==> src/rtl/uart_audio_packetizer.sv <==
// uart_audio_packetizer: decimates and frames multi-channel audio samples,
// buffers whole frames and streams them out on an 8N1 UART line.
module uart_audio_packetizer #(
    parameter int         NUM_CH       = 4,
    parameter int         SAMPLE_W     = 24,
    parameter int         OUT_BYTES    = 2,
    parameter int         FIFO_DEPTH   = 4,
    parameter int         CLKS_PER_BIT = 109,
    parameter logic [7:0] SYNC_BYTE    = 8'hA5,
    localparam int        CSW = (NUM_CH > 1) ? $clog2(NUM_CH) : 1
) (
    input  logic                       clk_in,
    input  logic                       rst_n_in,
    input  logic [NUM_CH*SAMPLE_W-1:0] sample_in,
    input  logic                       sample_valid_in,
    input  logic                       enable_in,
    input  logic [1:0]                 mode_in,
    input  logic [CSW-1:0]             chan_sel_in,
    input  logic [3:0]                 decim_in,
    output logic                       tx_out,
    output logic                       busy_out,
    output logic                       overflow_out,
    output logic [15:0]                frame_count_out
);

    localparam int W   = OUT_BYTES * 8;
    localparam int CW  = $clog2(NUM_CH + 1);
    localparam int AW  = (FIFO_DEPTH > 1) ? $clog2(FIFO_DEPTH) : 1;
    localparam int BW  = (CLKS_PER_BIT > 1) ? $clog2(CLKS_PER_BIT) : 1;
    localparam int WIW = (NUM_CH > 1) ? $clog2(NUM_CH) : 1;
    localparam int BSW = (OUT_BYTES > 1) ? $clog2(OUT_BYTES) : 1;

    typedef enum logic [1:0] {IDLE, SYNC, DATA} state_t;

    logic [1:0]            rst_sync;
    logic                  rst_n;
    logic [3:0]            dec_cnt;
    logic                  accept;
    logic [CSW-1:0]        sel;
    logic [NUM_CH*W-1:0]   new_words;
    logic [CW-1:0]         new_cnt;
    logic [NUM_CH*W-1:0]   fifo_words [FIFO_DEPTH];
    logic [CW-1:0]         fifo_cnt [FIFO_DEPTH];
    logic [AW-1:0]         wr_ptr;
    logic [AW-1:0]         rd_ptr;
    logic [AW:0]           level;
    logic                  empty;
    logic                  full;
    logic                  push;
    logic                  pop;
    state_t                state;
    state_t                state_nxt;
    logic [NUM_CH*W-1:0]   cur_words;
    logic [CW-1:0]         cur_cnt;
    logic [WIW-1:0]        word_idx;
    logic [BSW-1:0]        byte_sel;
    logic [WIW-1:0]        nx_word;
    logic [BSW-1:0]        nx_sel;
    logic [7:0]            nx_byte;
    logic [9:0]            shreg;
    logic [BW-1:0]         clk_cnt;
    logic [3:0]            bit_cnt;
    logic                  bit_end;
    logic                  byte_done;
    logic                  last_byte;
    logic                  unused_bits;

    assign unused_bits = ^sample_in;

    // Reset asserts asynchronously, releases on a clock edge.
    always_ff @(posedge clk_in or negedge rst_n_in) begin
        if (!rst_n_in) rst_sync <= '0;
        else           rst_sync <= {rst_sync[0], 1'b1};
    end

    assign rst_n = rst_sync[1];

    assign accept = enable_in && sample_valid_in && (dec_cnt == 4'd0);

    // Decimation counter: cleared while disabled, wraps at decim_in.
    always_ff @(posedge clk_in or negedge rst_n) begin
        if (!rst_n) begin
            dec_cnt <= '0;
        end else if (!enable_in) begin
            dec_cnt <= '0;
        end else if (sample_valid_in) begin
            if (dec_cnt >= decim_in) dec_cnt <= '0;
            else                     dec_cnt <= dec_cnt + 4'd1;
        end
    end

    // Build the candidate frame from the current inputs.
    always_comb begin
        new_words = '0;
        new_cnt   = CW'(NUM_CH);
        sel       = '0;
        if (int'(chan_sel_in) < NUM_CH) sel = chan_sel_in;
        unique case (mode_in)
            2'd0: begin
                new_words[W-1:0] =
                    sample_in[int'(sel)*SAMPLE_W + SAMPLE_W - W +: W];
                new_cnt = CW'(1);
            end
            2'd2: begin
                for (int k = 0; k < NUM_CH; k++)
                    new_words[k*W +: W] = W'(int'(frame_count_out) + k);
            end
            default: begin
                for (int k = 0; k < NUM_CH; k++)
                    new_words[k*W +: W] =
                        sample_in[k*SAMPLE_W + SAMPLE_W - W +: W];
            end
        endcase
    end

    assign empty    = (level == '0);
    assign full     = (level == (AW+1)'(FIFO_DEPTH));
    assign push     = accept && (!full || pop);
    assign busy_out = !empty || (state != IDLE);

    // Frame storage; no reset needed, occupancy tracks validity.
    always_ff @(posedge clk_in) begin
        if (push) begin
            fifo_words[wr_ptr] <= new_words;
            fifo_cnt[wr_ptr]   <= new_cnt;
        end
    end

    // FIFO pointers, occupancy, drop flag and accepted-frame count.
    always_ff @(posedge clk_in or negedge rst_n) begin
        if (!rst_n) begin
            wr_ptr          <= '0;
            rd_ptr          <= '0;
            level           <= '0;
            overflow_out    <= 1'b0;
            frame_count_out <= '0;
        end else begin
            if (push) begin
                wr_ptr          <= wr_ptr + AW'(1);
                frame_count_out <= frame_count_out + 16'd1;
            end
            if (accept && !push) overflow_out <= 1'b1;
            if (pop) rd_ptr <= rd_ptr + AW'(1);
            unique case ({push, pop})
                2'b10:   level <= level + (AW+1)'(1);
                2'b01:   level <= level - (AW+1)'(1);
                default: level <= level;
            endcase
        end
    end

    assign bit_end   = (clk_cnt == BW'(CLKS_PER_BIT - 1));
    assign byte_done = bit_end && (bit_cnt == 4'd9);
    assign last_byte = (int'(word_idx) == int'(cur_cnt) - 1) &&
                       (byte_sel == '0);

    // Serialiser state register.
    always_ff @(posedge clk_in or negedge rst_n) begin
        if (!rst_n) state <= IDLE;
        else        state <= state_nxt;
    end

    // Serialiser next state and FIFO pop.
    always_comb begin
        state_nxt = state;
        pop       = 1'b0;
        unique case (state)
            IDLE: begin
                if (!empty) begin
                    pop       = 1'b1;
                    state_nxt = SYNC;
                end
            end
            SYNC: if (byte_done) state_nxt = DATA;
            DATA: if (byte_done && last_byte) state_nxt = IDLE;
            default: state_nxt = IDLE;
        endcase
    end

    // Index of the next data byte: MSB byte first within each word.
    always_comb begin
        nx_word = word_idx;
        nx_sel  = byte_sel;
        if (state == DATA) begin
            if (byte_sel == '0) begin
                nx_sel  = BSW'(OUT_BYTES - 1);
                nx_word = word_idx + WIW'(1);
            end else begin
                nx_sel = byte_sel - BSW'(1);
            end
        end
        nx_byte = cur_words[int'(nx_word)*W + int'(nx_sel)*8 +: 8];
    end

    // Bit timing and shift register; tx_out is the register LSB.
    always_ff @(posedge clk_in or negedge rst_n) begin
        if (!rst_n) begin
            cur_words <= '0;
            cur_cnt   <= '0;
            word_idx  <= '0;
            byte_sel  <= '0;
            shreg     <= '1;
            clk_cnt   <= '0;
            bit_cnt   <= '0;
        end else if (pop) begin
            cur_words <= fifo_words[rd_ptr];
            cur_cnt   <= fifo_cnt[rd_ptr];
            word_idx  <= '0;
            byte_sel  <= BSW'(OUT_BYTES - 1);
            shreg     <= {1'b1, SYNC_BYTE, 1'b0};
            clk_cnt   <= '0;
            bit_cnt   <= '0;
        end else if (state != IDLE) begin
            if (!bit_end) begin
                clk_cnt <= clk_cnt + BW'(1);
            end else begin
                clk_cnt <= '0;
                if (bit_cnt != 4'd9) begin
                    bit_cnt <= bit_cnt + 4'd1;
                    shreg   <= {1'b1, shreg[9:1]};
                end else begin
                    bit_cnt <= '0;
                    if (state == DATA && last_byte) begin
                        shreg <= '1;
                    end else begin
                        word_idx <= nx_word;
                        byte_sel <= nx_sel;
                        shreg    <= {1'b1, nx_byte, 1'b0};
                    end
                end
            end
        end
    end

    assign tx_out = shreg[0];

endmodule

==> config.mk <==
export PLATFORM = sky130hd
export DESIGN_NAME = uart_audio_packetizer
export DESIGN_NICKNAME = d
export VERILOG_FILES = /design/src/rtl/uart_audio_packetizer.sv
export SDC_FILE = /design/constraint.sdc
export NUM_CORES = 1
export LEC_CHECK = 0
export ABC_CLOCK_PERIOD_IN_PS = 8900
export CAP_MARGIN = 5
export CORE_MARGIN = 8
export CORE_UTILIZATION = 60
export CTS_CLUSTER_DIAMETER = 50
export DETAILED_ROUTE_END_ITERATION = 12
export GPL_ROUTABILITY_DRIVEN = 0
export PLACE_DENSITY = 0.92
export RECOVER_POWER = 50
export SLEW_MARGIN = 40
export SYNTH_ARGS = -nofsm -noshare
export SYNTH_HDL_FRONTEND = slang
export SYNTH_SLANG_ARGS = --single-unit
==> constraint.sdc <==
create_clock -name clk_in -period 8.9 [get_ports clk_in]
set_input_delay 1.78 -clock clk_in [delete_from_list [all_inputs] [get_ports clk_in]]
set_output_delay 1.78 -clock clk_in [all_outputs]
set_load 0.05 [all_outputs]
# Word-level counts from Yosys, hierarchy flattened
# Memory sizes are Yosys's and may differ from the RTL's. A register that Yosys moved wholly into a read port is not among the register bits.
# Cells that the tools add are included.
dict set report word_totals {
  in_bits 108
  n_memories 2
  ram_bits 268
  ff_bits 56
  output_inout_bits 19
}
dict set report classes {
  add_sub_neg 17
  n_mux 41
  magnitude_cmp 1
  shift 2
  bitwise_logic 1
  n_eq_ne 16
  multipliers 1
  reduce_logical 26
}
# name depth word_bits rd rd_ports_with_merged_regs wr line_no
set mem_list {}
lappend mem_list {fifo_words 4 64 1 1 1 42} ;# logic [NUM_CH*W-1:0] fifo_words [FIFO_DEPTH];
lappend mem_list {fifo_cnt 4 3 1 1 1 43} ;# logic [CW-1:0] fifo_cnt [FIFO_DEPTH];
# operator n
set op_table {}
lappend op_table {{$pmux 48 s2} 1}
lappend op_table {{$shiftx 96x9->16} 1}
lappend op_table {{$shiftx 64x8->8} 1}
lappend op_table {{$add 16x1->16 const B} 2}
lappend op_table {{$add 16x2->16 const B} 2}
lappend op_table {{$pmux 16 s2} 1}
lappend op_table {{$mux 10} 3}
lappend op_table {{$mux 4} 7}
lappend op_table {{$mux 7} 3}
lappend op_table {{$mux 2} 10}
lappend op_table {{$mux 9} 2}
lappend op_table {{$ne 2x2->1 const B} 6}
lappend op_table {{$mux 1} 11}
lappend op_table {{$sub 8x5->9 const B} 1}
lappend op_table {{$add 4x1->4 const B} 2}
lappend op_table {{$add 7x5->8 const B} 1}
lappend op_table {{$logic_and 1x1->1} 8}
lappend op_table {{$reduce_bool 2->1} 4}
lappend op_table {{$add 6x4->7} 1}
lappend op_table {{$add 7x1->7 const B} 1}
lappend op_table {{$eq 7x7->1 const B} 1}
lappend op_table {{$add 2x1->2 const B} 3}
lappend op_table {{$eq 2x2->1 const B} 3}
lappend op_table {{$pmux 2 s3} 1}
lappend op_table {{other kinds (22)} 29}

# Longest topological paths before layout
dict set report depth {
  depth_word 10
  ltp_mapped 12
}

# Worst setup path after synthesis
# Ideal clock, no wire load.
dict set report synth_path {
  path_kind {input -> register}
  from {input port sample_valid_in}
  to {memory fifo_cnt[0][0] (netlist name) (enable)}
  setup_time_ns 0.431
  stages 4
  required_ns 8.469
  path_slack_ns 4.275
  arrival_time_ns 4.193
  path_cell_list {nor4bb_1 o211a_1 buf_2 and2_1}
}
dict set report synth_via {
  elab_chain_len 5
}
# element line_no
set synth_rtl {}
lappend synth_rtl {{start, declared} 15} ;# input logic sample_valid_in,
lappend synth_rtl {{$logic_and 1x1->1 (2 in a row)} 78} ;# assign accept = enable_in && sample_valid_in && (dec_cnt == 4'd0);
lappend synth_rtl {{$logic_and 1x1->1} 118} ;# assign push = accept && (!full || pop);
lappend synth_rtl {{$mux 1} 123} ;# if (push) begin
lappend synth_rtl {{$mux 1 (implied by the code)} 125} ;# fifo_cnt[wr_ptr] <= new_cnt;
lappend synth_rtl {{end, declared} 43}
# Every way passes these cells.

# Final worst setup path
dict set report layout_path {
  from {register level[0]}
  to {register level[2]}
}
dict set report layout_via {
  elab_chain_len 7
  word_cells_on_any_way 13
}
# element line_no
set layout_rtl {}
lappend layout_rtl {{start, declared} 46} ;# logic [AW:0] level;
lappend layout_rtl {{start signal, assigned} 145} ;# 2'b10: level <= level + (AW+1)'(1);
lappend layout_rtl {{start signal, assigned} 146} ;# 2'b01: level <= level - (AW+1)'(1);
lappend layout_rtl {{start signal, assigned} 147} ;# default: level <= level;
lappend layout_rtl {{$logic_not 3->1} 116} ;# assign empty = (level == '0);
lappend layout_rtl {{$mux 1} 169} ;# if (!empty) begin
lappend layout_rtl {{$mux 1} 167} ;# unique case (state)
lappend layout_rtl {{$logic_or 1x1->1} 118}
lappend layout_rtl {{$logic_and 1x1->1} 118}
lappend layout_rtl {{$eq 2x1->1 / $eq 2x2->1 (equally long branches)} 144} ;# unique case ({push, pop})
lappend layout_rtl {{$pmux 3 s2 / $reduce_bool 2->1 (equally long branches)} -}
# Several ways; a longest one is shown, not always the timed one.
# A chain may end at the register's enable or synchronous reset.

==> impl_metrics.env <==
export IMPL_crit_chain="nor3_1, nand2b_2, clkbuf_1, nor2_1, fa_1, nor3_1, a31oi_1, xnor2_1"
export IMPL_crit_path_frequent_cell="nor3_1"
export IMPL_ctsHoldBuffers=0
export IMPL_synth_seq_area_share_pct=59.9
export IMPL_clkPwrFrac_pct=40.8
export IMPL_start_kind="flop"
export IMPL_crit_arrival_ps=5590
export IMPL_p_per_area_nw_per_um2=216
export IMPL_hp_class="reg2reg"
export IMPL_status="finished, violations left"
export IMPL_yosysUniqueCellTypes=78
export IMPL_postCtsSetupBuffers=0
export IMPL_start_util_pct=60.3
export IMPL_met2_length_mm=23.7
export IMPL_synthFlopType="edfxtp_1"
export IMPL_finalCritPeriodShare_pct=57.8
export IMPL_dr_max_layer_used="met4"
export IMPL_cts_tree="done"
export IMPL_crit_path_max_fanout=74
export IMPL_netlist_instances=1438
export IMPL_diodes=0
export IMPL_io_pins=127
export IMPL_p_total_w=0.00454
export IMPL_routed_wl_met3_mm=6.00
export IMPL_syn_nets=1568
export IMPL_worst_pin_slew_ps=3870
export IMPL_violations="capacitance limit, slew limit"
export IMPL_seqPwrFrac_pct=47.6
export IMPL_switching_power_w=0.00117
export IMPL_clock_sinks=385
export IMPL_drtIter0Drc=1671
export IMPL_drt_first_pass_iters=8
export IMPL_cts_buffer_depth=3
export IMPL_clock_skew_ps=30.2
export IMPL_fmax_mhz=194
export IMPL_internal_power_w=0.00337
export IMPL_critical_path_buf_inv_count=1
export IMPL_rows=64
export IMPL_drc=0
export IMPL_async_reset_ff_share_pct=31.4
export IMPL_rsz0062_at_grt="no"
export IMPL_dpl_cell_area_um2=19600
export IMPL_grt_pass1_vias=13300
export IMPL_ys_ff_latch=385
export IMPL_maxSlewViolCount=256
export IMPL_wl_per_cell_um=25.9
export IMPL_tns_ps=0
export IMPL_layout_commonest_cell="nand2_1"
export IMPL_maxSlewHeadroom_pct=-158
export IMPL_post_route_cell_area_um2=21100
export IMPL_dieWidth_um=191
export IMPL_area_delta_synth_final_pct=15.1
export IMPL_grt_antenna_before_repair=0
export IMPL_fin_crit_ps=5140
export IMPL_drive_gt1_share_pct=13.2
export IMPL_worst_path_max_delay_cell="clkbuf_1"
export IMPL_vias=13100
export IMPL_grt_max_degree=82
export IMPL_crit_family="buffers and inverters"
export IMPL_grtUsageTotal_pct=27.7
export IMPL_cts_buffers=42
export IMPL_grt_pass1_wl_mm=77.5
export IMPL_fin_nets=1646
export IMPL_core_area_um2=30300
export IMPL_cts_htree_levels=2
export IMPL_peakVddDrop_v=0.000220
export IMPL_vias_per_cell=6.73
export IMPL_swShare_pct=25.8
export IMPL_io_buffer_count=110
export IMPL_wl_met1_mm=17.7
export IMPL_cap_violations=4
export IMPL_die_h_um=191
export IMPL_synth_area_um2=18300
export IMPL_leakage_nw=7.70
export IMPL_synth_edf_count=264
export IMPL_synth_warnings=0
export IMPL_insertion_delay_ps=560
export IMPL_crit_path_end_kind="flop"
export IMPL_max_stage_delay_ps=2450
export IMPL_overflow=0
export IMPL_drt_total_wl_mm=50.3
export IMPL_ant_nets=0
export IMPL_hold_violations=0
export IMPL_comb_power_share_pct=11.6
export IMPL_setup_viol=0
export IMPL_post_dp_hpwl_mm=30.5
export IMPL_layout_common_cells="nand2_1, edfxtp_1, dfrtp_1"
export IMPL_critPathRequiredTime_ps=9350
export IMPL_die_area_um2=36300
export IMPL_post_cts_resized=0
export IMPL_cts_root_buffer="clkbuf_16"
export IMPL_clk_pin_slew_worst_paths_ps=60
export IMPL_crit_type="reg2reg"
export IMPL_synth_avg_cell_area_um2=12.7
## synthesized netlist by cell type (all sizes together) (5+ instances only)
library cell | count | area, um2
xnor2 | 32 | 280
nand2 | 319 | 1200
dfstp | 9 | 236
mux2 | 15 | 169
edfxtp | 264 | 7930
a22oi | 17 | 128
buf | 42 | 248
a211oi | 7 | 52.6
ha | 21 | 263
or3 | 7 | 48.8
a21o | 5 | 37.5
nor2b | 18 | 120
nand3 | 20 | 100
nand4 | 9 | 56.3
a21oi | 30 | 150
o22ai | 8 | 50.1
inv | 25 | 93.8
a311oi | 6 | 58.8
o311ai | 5 | 43.8
o221ai | 8 | 70.1
mux4 | 80 | 1800
xor2 | 30 | 263
nand2b | 10 | 62.6
nor3 | 19 | 100
a221oi | 14 | 123
and3 | 6 | 37.5
o21ai | 90 | 454
dfrtp | 112 | 2800
o31ai | 8 | 60.1
and2 | 11 | 68.8
nor2 | 54 | 210
mux2i | 34 | 340
clkbuf | 50 | 188
## path summary, 6_finish.rpt
path / start / endpoint / slack (ps) / cells after the start
min in group asynchronous: rst_sync[1] / cur_words[37] / 440 / 0
setup reg to reg: level[0] / level[2] / 3760 / 8
hold / removal: rst_sync[0] / rst_sync[1] / 350 / 0
max in group asynchronous: rst_sync[1] / rd_ptr[0] / 4330 / 1
hold reg to reg: rst_sync[0] / rst_sync[1] / 350 / 0
setup / recovery: level[0] / level[2] / 3760 / 8
## stage by stage
stage               setup WS [ps]  hold WS, ps  instances  util [%]
global route                 3310          369       1946      69.4
detailed placement           3590          246       1868      64.7
global placement             3700          340       1867      64.5
floorplan                    4280          331       1438         -
CTS                          4170          254       1946      69.5
finish                       3760          355       1946      69.4
## per-layer routing
metal	vias up	global-route usage, %
met1	6370	35.0
met3	213	6.47
li1	5462	-
met4	0	14.9
met2	1059	44.1
met5	-	0
## area by class of cell
type / count / area, um2
clock buffer: 54 / 1160
clock inverter: 24 / 319
fill: 1836 / 9280
inverter: 25 / 93.8
multi-input combinational: 936 / 6820
sequential: 385 / 11000
tap: 396 / 495
timing repair buffer: 126 / 1210
## flip-flops by register name, summed over array words and instances, names as in the netlist
name,cells
byte_sel,1
frame_count_out,16
rst_sync,2
overflow_out,1
shreg,9
wr_ptr,2
clk_cnt,7
dec_cnt,4
fifo_words,256
level,3
cur_cnt,2
cur_words,64
rd_ptr,2
word_idx,2
bit_cnt,4
state,2
fifo_cnt,8
## power by group through the flow
stage | sequential (W) | clock [W] | combinational, W
6_report | 0.00216 | 0.00185 | 0.000529
5_1_grt | 0.00217 | 0.00193 | 0.000560
4_1_cts | 0.00216 | 0.00186 | 0.000520
3_5_place_dp | 0.00219 | 0 | 0.000513
3_3_place_gp | 0.00218 | 0 | 0.000480
2_1_floorplan | 0.00221 | 0 | 0.000266
## kinds of logic (layout without fill, tap and decap cells)
group | count (synthesis) | in the layout | share of synthesized area (%)
buffers and inverters | 117 | 229 | 2.89
AO/OA/AOI/OAI | 225 | 225 | 8.00
multiplexers | 129 | 129 | 12.6
other | 1 | 1 | 0.0205
flip-flops | 385 | 385 | 59.9
AND/OR/NAND/NOR | 496 | 496 | 12.0
XOR/XNOR | 62 | 62 | 2.97
adder cells (fa/ha/maj) | 23 | 23 | 1.60
No activity file was read; power rests on OpenSTA's default activity.
